===== src/rtl/au_dec_cnt_if.sv =====
// Control/status bundle for the au_dec_cnt interval counter.
// master drives the controls and observes status; slave is the counter side.
interface au_dec_cnt_if #(
  parameter int WIDTH = 8
);
  logic             load;
  logic [WIDTH-1:0] load_val;
  logic             start;
  logic             stop;
  logic             mode;
  logic             en;
  logic [WIDTH-1:0] count;
  logic             busy;
  logic             tc;

  modport master (
    output load, load_val, start, stop, mode, en,
    input  count, busy, tc
  );

  modport slave (
    input  load, load_val, start, stop, mode, en,
    output count, busy, tc
  );
endinterface


===== src/rtl/au_dec_cnt.sv =====
// Loadable, tick-enabled down-counter with terminal-count pulse and optional
// auto-reload, built around the AU_dec decrementer (selectable architecture).

module AU_dec #(
  parameter int WIDTH = 8,
  parameter int ARCH  = 0
) (
  input  logic [WIDTH-1:0] a,
  output logic [WIDTH-1:0] z
);
  // The borrow into bit i is set when every lower bit of a is zero;
  // the architectures differ only in how that AND-chain is formed.
  generate
    if (ARCH == 1) begin : g_lookahead
      logic [WIDTH-1:0] bw;
      always_comb begin
        bw = '0;
        for (int unsigned i = 0; i < WIDTH; i++)
          bw[i] = ~|(a & ~({WIDTH{1'b1}} << i));
        z = a ^ bw;
      end
    end else if (ARCH == 2) begin : g_prefix
      logic [WIDTH-1:0] p;
      logic [WIDTH-1:0] bw;
      always_comb begin
        p = ~a;
        for (int unsigned s = 1; s < WIDTH; s = s * 2)
          p = p & ((p << s) | ~({WIDTH{1'b1}} << s));
        bw = (p << 1) | WIDTH'(1);
        z  = a ^ bw;
      end
    end else begin : g_ripple
      logic b;
      always_comb begin
        b = 1'b1;
        z = '0;
        for (int unsigned i = 0; i < WIDTH; i++) begin
          z[i] = a[i] ^ b;
          b    = b & ~a[i];
        end
      end
    end
  endgenerate
endmodule

module au_dec_cnt #(
  parameter int WIDTH = 8,
  parameter int ARCH  = 0
) (
  input  logic          clk,
  input  logic          rst,
  au_dec_cnt_if.slave   bus
);
  typedef enum logic {
    IDLE = 1'b0,
    RUN  = 1'b1
  } state_t;

  state_t           state;
  logic [WIDTH-1:0] cnt;
  logic [WIDTH-1:0] reload;
  logic             mode_r;
  logic             busy_r;
  logic             tc_r;
  logic [WIDTH-1:0] cnt_dec;
  logic [WIDTH-1:0] eff_cnt;
  logic             terminal;

  AU_dec #(
    .WIDTH (WIDTH),
    .ARCH  (ARCH)
  ) u_dec (
    .a (cnt),
    .z (cnt_dec)
  );

  assign eff_cnt  = bus.load ? bus.load_val : cnt;
  assign terminal = (cnt <= WIDTH'(1));

  always_ff @(posedge clk or posedge rst) begin
    if (rst) begin
      state  <= IDLE;
      cnt    <= '0;
      reload <= '0;
      mode_r <= 1'b0;
      busy_r <= 1'b0;
      tc_r   <= 1'b0;
    end else begin
      tc_r <= 1'b0;
      if (bus.load) begin
        cnt    <= bus.load_val;
        reload <= bus.load_val;
      end
      case (state)
        IDLE: begin
          // stop outranks start even though stop alone does nothing here
          if (bus.start && !bus.stop) begin
            if (eff_cnt == '0) begin
              tc_r <= 1'b1;
            end else begin
              state  <= RUN;
              busy_r <= 1'b1;
              mode_r <= bus.mode;
            end
          end
        end
        RUN: begin
          if (bus.stop) begin
            state  <= IDLE;
            busy_r <= 1'b0;
          end else if (bus.en && !bus.load) begin
            if (terminal) begin
              tc_r <= 1'b1;
              if (mode_r) begin
                cnt <= reload;
              end else begin
                cnt    <= '0;
                state  <= IDLE;
                busy_r <= 1'b0;
              end
            end else begin
              cnt <= cnt_dec;
            end
          end
        end
        default: begin
          state  <= IDLE;
          busy_r <= 1'b0;
        end
      endcase
    end
  end

  assign bus.count = cnt;
  assign bus.busy  = busy_r;
  assign bus.tc    = tc_r;
endmodule


===== src/flat_wrapper.sv =====
// flat-port wrapper written by rule: the top's interface ports become plain ports
module au_dec_cnt_flat 
#(
  parameter int WIDTH = 8,
  parameter int ARCH  = 0
)
  (clk, rst, bus_load, bus_load_val, bus_start, bus_stop, bus_mode, bus_en, bus_count, bus_busy, bus_tc);
  au_dec_cnt_if #(.WIDTH(WIDTH)) bus_i ();
  input  logic clk;
  input  logic rst;
  input wire logic [$bits(bus_i.load)-1:0] bus_load;
  input wire logic [$bits(bus_i.load_val)-1:0] bus_load_val;
  input wire logic [$bits(bus_i.start)-1:0] bus_start;
  input wire logic [$bits(bus_i.stop)-1:0] bus_stop;
  input wire logic [$bits(bus_i.mode)-1:0] bus_mode;
  input wire logic [$bits(bus_i.en)-1:0] bus_en;
  output wire logic [$bits(bus_i.count)-1:0] bus_count;
  output wire logic [$bits(bus_i.busy)-1:0] bus_busy;
  output wire logic [$bits(bus_i.tc)-1:0] bus_tc;
  assign bus_i.load = bus_load;
  assign bus_i.load_val = bus_load_val;
  assign bus_i.start = bus_start;
  assign bus_i.stop = bus_stop;
  assign bus_i.mode = bus_mode;
  assign bus_i.en = bus_en;
  assign bus_count = bus_i.count;
  assign bus_busy = bus_i.busy;
  assign bus_tc = bus_i.tc;
  au_dec_cnt #(.WIDTH(WIDTH), .ARCH(ARCH)) u_core (.clk(clk), .rst(rst), .bus(bus_i));
endmodule

===== config.mk =====
export PLATFORM = sky130hd
export DESIGN_NAME = au_dec_cnt_flat
export DESIGN_NICKNAME = d
export VERILOG_FILES = /design/src/rtl/au_dec_cnt_if.sv /design/src/rtl/au_dec_cnt.sv /design/src/flat_wrapper.sv
export SDC_FILE = /design/constraint.sdc
export NUM_CORES = 1
export LEC_CHECK = 0
export BUFFER_PORTS_ARGS = -buffer_cell sky130_fd_sc_hd__clkbuf_2
export CAP_MARGIN = 20
export CORE_UTILIZATION = 40
export CTS_CLUSTER_SIZE = 12
export DETAILED_ROUTE_END_ITERATION = 12
export HOLD_SLACK_MARGIN = 0.03
export PLACE_DENSITY_LB_ADDON = 0.08
export SLEW_MARGIN = 10
export SYNTH_ARGS = -nofsm -noshare
export SYNTH_HDL_FRONTEND = slang
export SYNTH_HIERARCHICAL = 1
export SYNTH_SLANG_ARGS = --single-unit

===== constraint.sdc =====
create_clock -name clk -period 2.3 [get_ports clk]
set_clock_uncertainty 0.2 [all_clocks]
set_input_delay 0.46 -clock clk [delete_from_list [all_inputs] [get_ports clk]]
set_output_delay 0.46 -clock clk [all_outputs]
set_load 0.02 [all_outputs]

==> summary.txt, run 1 <==
Clock network
  • CTS Sinks: 20
  • Clock transition at the registers of the reported paths: 0.12 ns
  • Clock root cell: clkbuf_4
  • Post-CTS setup-driven buffer insertion count: 0
  • # H-tree levels: 1
  • Total CTS buffers: 3
  • CTS tree: yes
  • Worst skew pair latency: 0.31 ns
  • CTS max path bufs: 2

Critical path
  • Cells along the critical path: inv_2 > ha_2 > ha_2 > ha_2 > ha_2 > ha_2 > ha_2 > inv_1 > a221o_1
  • CP arrival: 2.21 ns
  • Worst-path fanout max: 2
  • Top cell by count, worst path: ha_2
  • Setup crit start kind: flop
  • Critical path's slowest cell: dfrtp_2
  • Worst Path Required: 2.30 ns
  • Nature of the critical path endpoint: flop
  • Largest stage delay on the critical path: 0.39 ns
  • Worst Path Buf+Inv: 2
  • CP Class: flop to flop
  • Worst path top cell family by delay: adder cells

Global route
  • First-pass GRT wire length: 4471 um
  • GR Overflow Total: 0
  • Vias in the first global route: 935
  • Overall routing resource usage: 0.1873
  • Largest net degree at the start of global routing: 13
  • Initial antenna violation count: 0

STA
  • Slew @ Worst Pin: 0.6532 ns
  • Hold Violations, Final: 0
  • Period Utilization, post-route: 0.9627
  • Worst hold slack: 0.1946 ns
  • Final setup TNS: 0 ns
  • Unrepaired setup endpoints after global routing: no
  • Fmax: 451.7 MHz
  • Crit path time final: 2.214 ns
  • Relative slew slack: 0.5586
  • Final setup vio count: 0
  • Max-slew violations: 0

Floorplan
  • Num ports: 25
  • Core area: 2758 um2
  • Die Span X: 56.00 um
  • Initial Utilization: 0.4229
  • Num rows: 19
  • Die Height: 56.00 um
  • Die area: 3135 um2

Pwr
  • LEAKAGE: 0.0007309 uW
  • Worst vdd ir: 0.0007268 V
  • Switching share of power: 0.3071
  • Sequential share of power: 0.431
  • Comb power frac: 0.289
  • Total chip power: 1034 uW
  • Clock share of power: 0.280
  • Internal: 716.1 uW
  • Sw power: 317.4 uW
  • Pwr dens: 708.4 nW/um2

Synth
  • Synth top area cells: dfrtp_1 (43%), mux2_2 (7.7%), a221o_1 (6.9%)
  • Syn avg cell area: 11.00 um2
  • Sequential area share after synthesis: 0.4292
  • Distinct cell type count after synthesis: 30
  • Yosys top cell area share: 0.4292
  • Flops & latches, synth: 20
  • Area leader, netlist: dfrtp_1
  • Mapped cell area: 1166 um2
  • Synth Warn #: 6
  • Syn Nets: 127
  • Mapped Cells: 106

Layout
  • Diodes inserted: 0
  • Fin cells: 172
  • Share of cells above drive strength 1: 0.4468
  • Area grow syn2layout: 25.11%
  • Register area: 503.0 um2
  • Filler Cells Inserted: 267
  • Multi-input combinational cell area: 606.8 um2
  • Layout net count: 163

Drt
  • Final wirelength: 2685 um
  • Vias: 943
  • WL/cell: 15.61 um
  • DRT iter0 DRCs: 51
  • Antenna Nets Post-Route: 0
  • Drt via density: 5.483
  • DRT Pass-1 Iters: 4
  • DRC viols: 0

Outcome
  • Status: finished clean

Placed design
  • Gpl congestion: 0.8034
  • Placed cells: 167
  • DP HPWL: 2027 um
  • Port buffer count: 24

Job
  • Max_cap viols: 0

Min path
  • Worst hold path class: primary input to flop
-- logic make-up (layout without fill, tap and decap cells) --
| kind of cell | Yosys count | in the layout | share of synthesized area |
|---|---|---|---|
| buf+inv | 19 | 54 | 0.06330 |
| flops | 20 | 20 | 0.4292 |
| xor+xnor | 1 | 1 | 0.007512 |
| simple gates | 26 | 26 | 0.1395 |
| mux | 17 | 17 | 0.1588 |
| compound gates | 17 | 17 | 0.1373 |
| fa+ha+maj | 6 | 6 | 0.06438 |
-- worst paths after layout --
kind                                startpoint                  end  slack [ns]  cells past startpoint
max                        u_core/bus.count[0]  u_core/bus.count[6]        0.09                      9
min                                   bus_mode        u_core/mode_r        0.19                      2
max reg2reg                u_core/bus.count[0]  u_core/bus.count[6]        0.09                      9
min reg2reg                   u_core/reload[1]  u_core/bus.count[1]        0.32                      1
max in group asynchronous                  rst  u_core/bus.count[3]        0.93                      4
min in group asynchronous                  rst  u_core/bus.count[5]        0.46                      3
-- state kept, by name, indices dropped and copies added (netlist names) --
register	count
u_core/state	1
u_core/reload	8
u_core/bus.busy	1
u_core/mode_r	1
u_core/bus.tc	1
u_core/bus.count	8
-- through the flow --
step | setup WS [ns] | instance area, um2 | utilization
final | 0.08590 | 1459 | 0.5290
after global routing | 0.001098 | 1459 | 0.5290
after CTS | 0.02060 | 1446 | 0.5245
after detailed placement | 0.03859 | 1384 | 0.5018
after global placement | 0.04714 | 1384 | 0.5018
after floorplan | 0.007091 | 1171 | -
-- metal layers --
layer,share of wire,global-route usage,vias to the layer above
met1,0.47,0.2455,457
met3,0.045,0.04884,5
met2,0.47,0.3061,23
met4,0.012,0.05226,0
li1,-,-,458
met5,0,0,-
-- Yosys cell counts (all sizes together) --
master	n
a21boi	1
nand4	1
a31oi	1
or4	3
or2	1
o221ai	2
nor3	1
nor4	1
mux2i	8
o21ai	3
buf	3
nor4bb	1
inv	16
nand3	3
a221o	8
mux2	9
dfrtp	20
or4b	1
or3b	1
nor2	9
a311o	1
nand2	2
o31ai	1
ha	6
xor2	1
nor3b	2
-- cells in the final DEF, fill, tap and decap left out, drive strengths merged, types with 2 or more instances in the layout --
cell and instances:
or4 3, mux2i 8, buf 9, nor3b 2
a221o 8, clkbuf 27, o21ai 3, mux2 9
dfrtp 20, inv 16, o221ai 2, nor2 9
nand3 3, ha 6, nand2 2
-- area by class of cell --
type	instances	share of cell area
clock inverters	1	0.02058
repair buffers	34	0.1355
clock buffers	3	0.01544
well taps	31	0.02659
inverters	16	0.04117
flip-flops and latches	20	0.3448
multi-input cells	67	0.4160
-- what timing repair did --
action | 4_1_cts | 5_1_grt
hold endpoints to repair | 10 | 0
hold buffers | 1 | 0
gates resized for setup | 0 | 5
endpoints found under the setup margin | 0 | 2
-- power groups by stage --
stage | registers [uW] | logic (uW) | clock network (uW)
after global routing | 453 | 332 | 314
after detailed placement | 453 | 294 | 0
final | 445 | 299 | 290
after floorplan | 483 | 152 | 0
after global placement | 450 | 289 | 0
after CTS | 446 | 297 | 298
Note: power is estimated with default switching activity, not from simulation.
==> run 2: changes to the inputs <==
- CORE_UTILIZATION: 40 -> 45
==> run 2 against run 1 <==
Compared with the run above:
- first-iteration DRC count down 69%
- power down 11%
- flip-flop and latch count unchanged
- sequential power about the same
- clock-buffer cell count up 1
- sequential share of layout area up 0.85 points
- clock power down 39%
- maximum frequency down 0.61%
- cell count down 1.2%
==> summary.txt, run 2 (same netlist as run 1, synthesis figures left out) <==
Outcome
  • Status: finished clean

STA
  • Fmax: 448.9 MHz (-0.61%)
  • Max-slew violations: 0 (unchanged)
  • Period Utilization, post-route: 0.9685 (+0.005876)
  • Crit path time final: 2.228 ns (+0.01351 ns)
  • Final setup TNS: 0 ns (unchanged)
  • Slew @ Worst Pin: 0.5130 ns (-0.1402 ns)
  • Setup WS post-layout: 0.07238 ns (-0.01352 ns)
  • Unrepaired setup endpoints after global routing: no
  • Relative slew slack: 0.6553 (+0.09678)
  • Hold Violations, Final: 0 (unchanged)
  • Final setup vio count: 0 (unchanged)

Min path
  • Hold path depth: 2 (unchanged)
  • Hold wc startpoint: bus_mode
  • Worst hold path class: primary input to flop

Global route
  • GR Overflow Total: 0 (unchanged)
  • Initial antenna violation count: 0 (unchanged)
  • First-pass GRT wire length: 4312 um (-3.6%)
  • Largest net degree at the start of global routing: 12 (-1)
  • Overall routing resource usage: 0.2188 (+0.03150)
  • Vias in the first global route: 930 (-0.53%)

Critical path
  • Cells along the critical path: inv_2 > ha_2 > ha_2 > ha_2 > ha_2 > ha_2 > ha_2 > xor2_1 > a221o_1
  • Worst reg2reg path endpoint: u_core/bus.count[7]
  • RR Startpoint: u_core/bus.count[0]
  • Critical path's slowest cell: dfrtp_2
  • Setup crit start kind: flop
  • Worst reg2reg setup slack: 0.07 ns (about the same)
  • Reg2reg path depth: 9 (unchanged)
  • Largest stage delay on the critical path: 0.38 ns (about the same)
  • CP arrival: 2.22 ns (about the same)
  • Nature of the critical path endpoint: flop
  • Worst Path Required: 2.29 ns (about the same)
  • Worst-path fanout max: 2 (unchanged)
  • Top cell by count, worst path: ha_2
  • CP startpoint: u_core/bus.count[0]
  • CP Class: flop to flop
  • Setup crit end: u_core/bus.count[7]

Floorplan
  • Die Height: 52.91 um (-5.5%)
  • Core area: 2455 um2 (-11%)
  • Num rows: 18 (-1)
  • Die Span X: 52.91 um (-5.5%)
  • Num ports: 25 (unchanged)
  • Die area: 2799 um2 (-11%)
  • Initial Utilization: 0.4750 (+0.05216)

Clock network
  • CTS max path bufs: 2 (unchanged)
  • CTS Sinks: 20 (unchanged)
  • # H-tree levels: 1 (unchanged)
  • Post-CTS setup-driven buffer insertion count: 0 (unchanged)
  • Clock root cell: clkbuf_4
  • Total CTS buffers: 3 (unchanged)
  • Worst skew pair latency: 0.30 ns (about the same)
  • Clock transition at the registers of the reported paths: 0.11 ns (about the same)
  • CTS tree: yes

Pwr
  • Pwr dens: 644.5 nW/um2 (-9.0%)
  • LEAKAGE: 0.0007126 uW (-2.5%)
  • Worst vdd ir: 0.0004154 V (-43%)

Drt
  • DRC viols: 0 (unchanged)
  • Final wirelength: 2593 um (-3.4%)
  • DRT Pass-1 Iters: 4 (unchanged)
  • WL/cell: 15.25 um (-2.3%)
  • Vias: 952 (+0.95%)
  • DRT iter0 DRCs: 16 (-69%)
  • Antenna Nets Post-Route: 0 (unchanged)
  • Drt via density: 5.600 (+2.1%)

Layout
  • Share of cells above drive strength 1: 0.4357 (-0.01109)
  • Multi-input combinational cell area: 606.8 um2 (unchanged)
  • Diodes inserted: 0 (unchanged)
  • Layout net count: 162 (-0.61%)
  • Area grow syn2layout: 22.10%
  • Register area: 503.0 um2 (unchanged)
  • Most common cell after layout, fill and taps aside: clkbuf_2
  • Leading cell types in the layout, fill and taps excluded: clkbuf_2 (24), dfrtp_1 (18), inv_1 (15)
  • Filler Cells Inserted: 232 (-13%)

Placed design
  • DP HPWL: 1938 um (-4.4%)
  • Port buffer count: 24 (unchanged)
  • Gpl congestion: 0.8234 (+2.5%)
  • Pre-CTS setup slack: 0.03134 ns (-0.007251 ns)

Job
  • Max_cap viols: 0 (unchanged)
[run 2: cell type report]
type / count / area share
clock buffers: 4 / 0.01845
inverters: 16 / 0.04218
multi-input cells: 67 / 0.4262
flip-flops and latches: 20 / 0.3532
well taps: 30 / 0.02636
repair buffers: 33 / 0.1336
[run 2: report_power, final]
group / internal, uW / total, uW / switching [uW] / leakage (uW)
Combinational: 136 / 296 / 160 / 0.000463
Clock: 67.6 / 176 / 109 / 0.0000150
Sequential: 403 / 445 / 41.9 / 0.000234
Total: 607 / 918 / 311 / 0.000713
[run 2: worst min path at each step]
stage                        to
3_3_place_gp   u_core/reload[0]
2_1_floorplan   u_core/bus.busy
3_5_place_dp   u_core/reload[0]
4_1_cts           u_core/mode_r
5_1_grt           u_core/mode_r
6_report          u_core/mode_r
[run 2: layer usage]
| layer | GRT usage | routed length [um] |
|---|---|---|
| met1 | 0.2760 | 1168 |
| met2 | 0.3734 | 1319 |
| met3 | 0.03448 | 90 |
| met4 | 0.07895 | 15 |
| met5 | 0 | 0 |
[run 2: repair_timing]
| item | CTS | global route |
|---|---|---|
| hold buffers | 1 | 0 |
| resized for setup | 0 | 5 |
| endpoints found under the hold margin | 10 | 0 |
| setup endpoints to repair | 0 | 2 |
[run 2: through the flow]
step / instances / hold WS (ns) / area [um2] / power (uW) / utilization
global route: 170 / 0.1841 / 1424 / 978.8 / 0.5800
floorplan: 106 / 0.2237 / 1171 / 634.5 / -
finish: 170 / 0.1946 / 1424 / 917.6 / 0.5800
detailed placement: 165 / 0.2572 / 1375 / 742.5 / 0.5601
global placement: 165 / 0.2461 / 1375 / 735.4 / 0.5601
CTS: 170 / 0.1808 / 1411 / 926.7 / 0.5749
[run 2: critical path, delay by kind of cell, from the launching register on]
kind                     cells  cell delay (ns)
AO/OA/AOI/OAI                1             0.35
XOR/XNOR                     1             0.15
adder cells (fa/ha/maj)      6             0.99
flip-flops                   1             0.38
buffers and inverters        1             0.04
